--- src/rtl/ats21_instr_issuer.sv ---
// rtl/ats21_instr_issuer.sv - dual-channel instruction FIFOs feeding ATS21 as req + two halfword beats
// Empty channels are padded with NOP so both buses always carry a complete instruction.

module ats21_issuer_fifo #(
    parameter int DEPTH = 8,
    parameter int CW    = $clog2(DEPTH + 1)
) (
    input  logic          clk,
    input  logic          reset,
    input  logic          wr,
    input  logic [31:0]   din,
    input  logic          rd,
    output logic [31:0]   head,
    output logic [CW-1:0] count,
    output logic          full,
    output logic          ovf
);
    localparam int AW = $clog2(DEPTH);

    logic [31:0]   mem [DEPTH];
    logic [AW-1:0] wr_ptr;
    logic [AW-1:0] rd_ptr;
    logic          push;
    logic [CW-1:0] count_nx;

    // A push is judged against the full flag at the start of the cycle, even if a pop frees a slot.
    assign push = wr && !full;
    assign head = mem[rd_ptr];

    always_comb begin
        count_nx = count;
        case ({push, rd})
            2'b10:   count_nx = count + CW'(1);
            2'b01:   count_nx = count - CW'(1);
            default: count_nx = count;
        endcase
    end

    always_ff @(posedge clk) begin
        if (!reset) begin
            wr_ptr <= '0;
            rd_ptr <= '0;
            count  <= '0;
            full   <= 1'b0;
            ovf    <= 1'b0;
        end else begin
            if (push) wr_ptr <= wr_ptr + AW'(1);
            if (rd)   rd_ptr <= rd_ptr + AW'(1);
            if (wr && full) ovf <= 1'b1;
            count <= count_nx;
            full  <= (count_nx == CW'(DEPTH));
        end
    end

    always_ff @(posedge clk) begin
        if (push) mem[wr_ptr] <= din;
    end
endmodule

module ats21_instr_issuer #(
    parameter int DEPTH = 8,
    parameter int CW    = $clog2(DEPTH + 1)
) (
    input  logic          clk,
    input  logic          reset,
    input  logic          a_wr,
    input  logic [31:0]   a_instr,
    output logic          a_full,
    output logic [CW-1:0] a_count,
    output logic          a_ovf,
    input  logic          b_wr,
    input  logic [31:0]   b_instr,
    output logic          b_full,
    output logic [CW-1:0] b_count,
    output logic          b_ovf,
    input  logic          ats_ready,
    output logic          req,
    output logic [15:0]   ctrlA,
    output logic [15:0]   ctrlB,
    output logic          busy
);
    typedef enum logic [1:0] {IDLE, REQ, HI, LO} state_t;

    state_t      state;
    state_t      state_nx;
    logic        start;
    logic        a_pop;
    logic        b_pop;
    logic [31:0] a_head;
    logic [31:0] b_head;
    logic [31:0] h_a;
    logic [31:0] h_b;

    ats21_issuer_fifo #(.DEPTH(DEPTH), .CW(CW)) u_fifo_a (
        .clk   (clk),
        .reset (reset),
        .wr    (a_wr),
        .din   (a_instr),
        .rd    (a_pop),
        .head  (a_head),
        .count (a_count),
        .full  (a_full),
        .ovf   (a_ovf)
    );

    ats21_issuer_fifo #(.DEPTH(DEPTH), .CW(CW)) u_fifo_b (
        .clk   (clk),
        .reset (reset),
        .wr    (b_wr),
        .din   (b_instr),
        .rd    (b_pop),
        .head  (b_head),
        .count (b_count),
        .full  (b_full),
        .ovf   (b_ovf)
    );

    always_ff @(posedge clk) begin
        if (!reset) state <= IDLE;
        else        state <= state_nx;
    end

    always_comb begin
        state_nx = state;
        start    = 1'b0;
        case (state)
            IDLE: begin
                if (ats_ready && (a_count != '0 || b_count != '0)) begin
                    state_nx = REQ;
                    start    = 1'b1;
                end
            end
            REQ:     state_nx = HI;
            HI:      state_nx = LO;
            LO:      state_nx = IDLE;
            default: state_nx = IDLE;
        endcase
    end

    // Heads are captured on the IDLE->REQ edge so only words already queued join the transfer.
    assign a_pop = start && (a_count != '0);
    assign b_pop = start && (b_count != '0);

    always_ff @(posedge clk) begin
        if (!reset) begin
            h_a <= '0;
            h_b <= '0;
        end else if (start) begin
            h_a <= a_pop ? a_head : 32'h0;
            h_b <= b_pop ? b_head : 32'h0;
        end
    end

    // Bus outputs are registered from the upcoming state so they align with it.
    always_ff @(posedge clk) begin
        if (!reset) begin
            req   <= 1'b0;
            busy  <= 1'b0;
            ctrlA <= '0;
            ctrlB <= '0;
        end else begin
            req  <= (state_nx == REQ);
            busy <= (state_nx != IDLE);
            case (state_nx)
                HI: begin
                    ctrlA <= h_a[31:16];
                    ctrlB <= h_b[31:16];
                end
                LO: begin
                    ctrlA <= h_a[15:0];
                    ctrlB <= h_b[15:0];
                end
                default: begin
                    ctrlA <= '0;
                    ctrlB <= '0;
                end
            endcase
        end
    end
endmodule

--- config.mk ---
export PLATFORM = sky130hd
export DESIGN_NAME = ats21_instr_issuer
export DESIGN_NICKNAME = d
export VERILOG_FILES = /design/src/rtl/ats21_instr_issuer.sv
export SDC_FILE = /design/constraint.sdc
export NUM_CORES = 1
export LEC_CHECK = 0
export BUFFER_PORTS_ARGS = -buffer_cell sky130_fd_sc_hd__buf_4
export CORE_MARGIN = 2
export CORE_UTILIZATION = 45
export DETAILED_ROUTE_END_ITERATION = 6
export PLACE_DENSITY = 0.69
export RECOVER_POWER = 100
export SLEW_MARGIN = 40
export SYNTH_ARGS = -nofsm -noshare
export SYNTH_HDL_FRONTEND = slang
export SYNTH_SLANG_ARGS = --single-unit
--- constraint.sdc ---
create_clock -name clk -period 11.59 [get_ports clk]
set_input_delay 2.318 -clock clk [delete_from_list [all_inputs] [get_ports clk]]
set_output_delay 2.318 -clock clk [all_outputs]
set_load 0.1 [all_outputs]
==> metrics <==
number of synthesized flops with an enable pin 512; Crit. End Element flop; IO Pins 115; final core utilization 0.5209; worst endpoint required time 12,130 ps; Die Width 233.1 µm; worst setup margin 5011 ps; Clk pin slew, worst setup/hold paths 60 ps; P_leak 8.423 nW; failing checks max-capacitance violations, max-slew violations; Hold WS 472.0 ps; DR iter-0 viols 1,110; area delta synth->final 13.83%; DR vias 11,570; CP Launch Type primary input; RSZ-0062 raised after global routing no; status finished with violations; syn_nets 1,262; main flop type after synthesis edfxtp_1; P per Cell Area 213.2 mW/mm²; Yosys top cell by area edfxtp_1; Yosys cell types 38; syn avg cell area 20.05 µm²; H-tree depth 2; transition time of the tightest slew-check pin 4177 ps; crit path max fanout 64; vias in the first global route 11,730; multi-input logic area 0.005336 mm²; DP Wirelength 25,600 µm; first-pass GRT wire length 72,660 µm; GRT overflow 0; TritonCTS Buffers 61; pin count of the biggest net entering global routing 65; Sink Count 642; Critical Path AT 7120 ps; post-synthesis cell count 1,178; final hold viol count 0; setup total negative slack 0 ps; most frequent cells in the layout 512 x edfxtp_1, 140 x clkbuf_1, 128 x mux4_2, 126 x dfxtp_1, 68 x nor2b_1; fillers 4,012; Total Power 5.733 mW; Achievable Freq 0.1520 GHz; Synth area leaders edfxtp_1 65%, mux4_2 12%, dfxtp_1 11%, a221o_1 2.7%, nor2b_1 1.8%; Slew headroom -1.785; placed cells 1,933; Post-CTS Resized 0; PortBufs 114; layout cells sized above 1 0.1930; # setup viols final 0; dpl cell area 0.02532 mm²; setup repair bufs after CTS 0; Synth warnings 0; kind of critical path in2reg; antenna violations before repair 6; worst hold path class reg2reg; period utilization 0.5676; Worst Clk Skew 13.79 ps; DIE AREA 0.05434 mm²; Pre-antenna DRT Iters 5; fin crit period 6579 ps; finished layout cell area 0.02689 mm²; Clock Tree Root clkbuf_16; Max-Cap Viols 16; register area 0.01799 mm²; fin. max-slew vios 561; top cell type's share of synthesized area 0.6510; commonest non-fill, non-tap cell in the layout edfxtp_1; Avg WL per Cell 23.48 µm; CORE AREA 0.05161 mm²; Cell Rows 83; Nets 1,400; hold-fix buffer count after cts 0; DRC Markers 0; DIE HEIGHT 233.1 µm; routability cong. 0.7338; TritonCTS clock tree yes; Via density 5.640; clk_lat worst skew 620 ps; number of synthesized register bits 642; Initial Util 0.4576; register area share after synthesis 0.7611; Tot GR Track Use 0.1799; clk buf depth 3; Post-synth ARST share 0; WL final 48,160 µm; synthesized area 0.02362 mm²; pre-CTS setup slack 6965 ps; final cell count without fillers 2,051; ANT nets after route 0; Max VDD drop 0.1265 mV
==> cell usage after synthesis (all sizes together) (2+ instances only) <==
master	count
nand4	2
clkbuf	39
buf	30
nor2	74
dfxtp	130
mux2i	8
o31ai	2
mux4	128
nand2b	6
and2	5
nand3	2
a21oi	8
and4b	2
a22oi	32
or4b	2
nor3	4
o41ai	2
ha	15
o21ai	2
edfxtp	512
inv	6
o311ai	2
xor2	8
nor2b	68
a211oi	2
nor3b	2
a2111oi	2
nand2	8
or4	2
a221o	64
xnor2	6
==> worst paths after layout <==
path	startpoint	to	slack [ps]	depth (start not counted)
worst min register to register	u_fifo_a.ovf	u_fifo_a.ovf	470	2
worst min-delay path	u_fifo_a.ovf	u_fifo_a.ovf	470	2
worst max register to register	u_fifo_a.count[1]	h_a[17]	6720	5
worst max-delay path	reset	h_a[17]	5010	5
==> registers in the layout, indices dropped and copies added (netlist names), 3 cells and up, named ones only <==
| name | count |
|---|---|
| u_fifo_a.mem | 256 |
| u_fifo_b.mem | 256 |
| h_a | 32 |
| h_b | 32 |
| ctrlA | 16 |
| ctrlB | 16 |
| u_fifo_a.count | 4 |
| u_fifo_b.count | 4 |
| u_fifo_a.rd_ptr | 3 |
| u_fifo_a.wr_ptr | 3 |
| u_fifo_b.rd_ptr | 3 |
| u_fifo_b.wr_ptr | 3 |
==> power breakdown <==
group          total (mW)  switching [mW]  leakage [nW]  internal (mW)
Combinational       0.946           0.534          1.68          0.412
Sequential           2.76           0.132          5.71           2.63
Clock                2.03           0.835          1.03           1.19
==> area by class of cell <==
class / instances / share of cell area
clock inverters: 31 / 0.01205
well taps: 680 / 0.03165
multi-input cells: 460 / 0.1985
clock buffers: 84 / 0.06520
flip-flops and latches: 642 / 0.6690
inverters: 7 / 0.0009773
repair buffers: 144 / 0.02234
diodes: 3 / 0.0002792
==> logic make-up after synthesis <==
group	Yosys count	synth area share
AND/OR/NAND/NOR	177	0.03989
AO/OA/AOI/OAI	118	0.04370
buffers and inverters	76	0.01669
multiplexers	136	0.1254
adder cells (fa/ha/maj)	15	0.007946
flip-flops	642	0.7611
XOR/XNOR	14	0.005192
==> routing by layer <==
metal,vias up,track usage,wire length [µm]
met5,-,0,49
met1,6049,0.2492,20740
li1,5059,-,-
met2,364,0.2889,23120
met3,87,0.03296,3075
met4,8,0.06111,1173
==> worst max-delay path, stage by stage <==
cell,delay [ps]
clkbuf_1,300
clkinv_1,710
nor2_4,270
clkbuf_1,2950
a221o_1,520
Power figures use the tool's default switching activity.
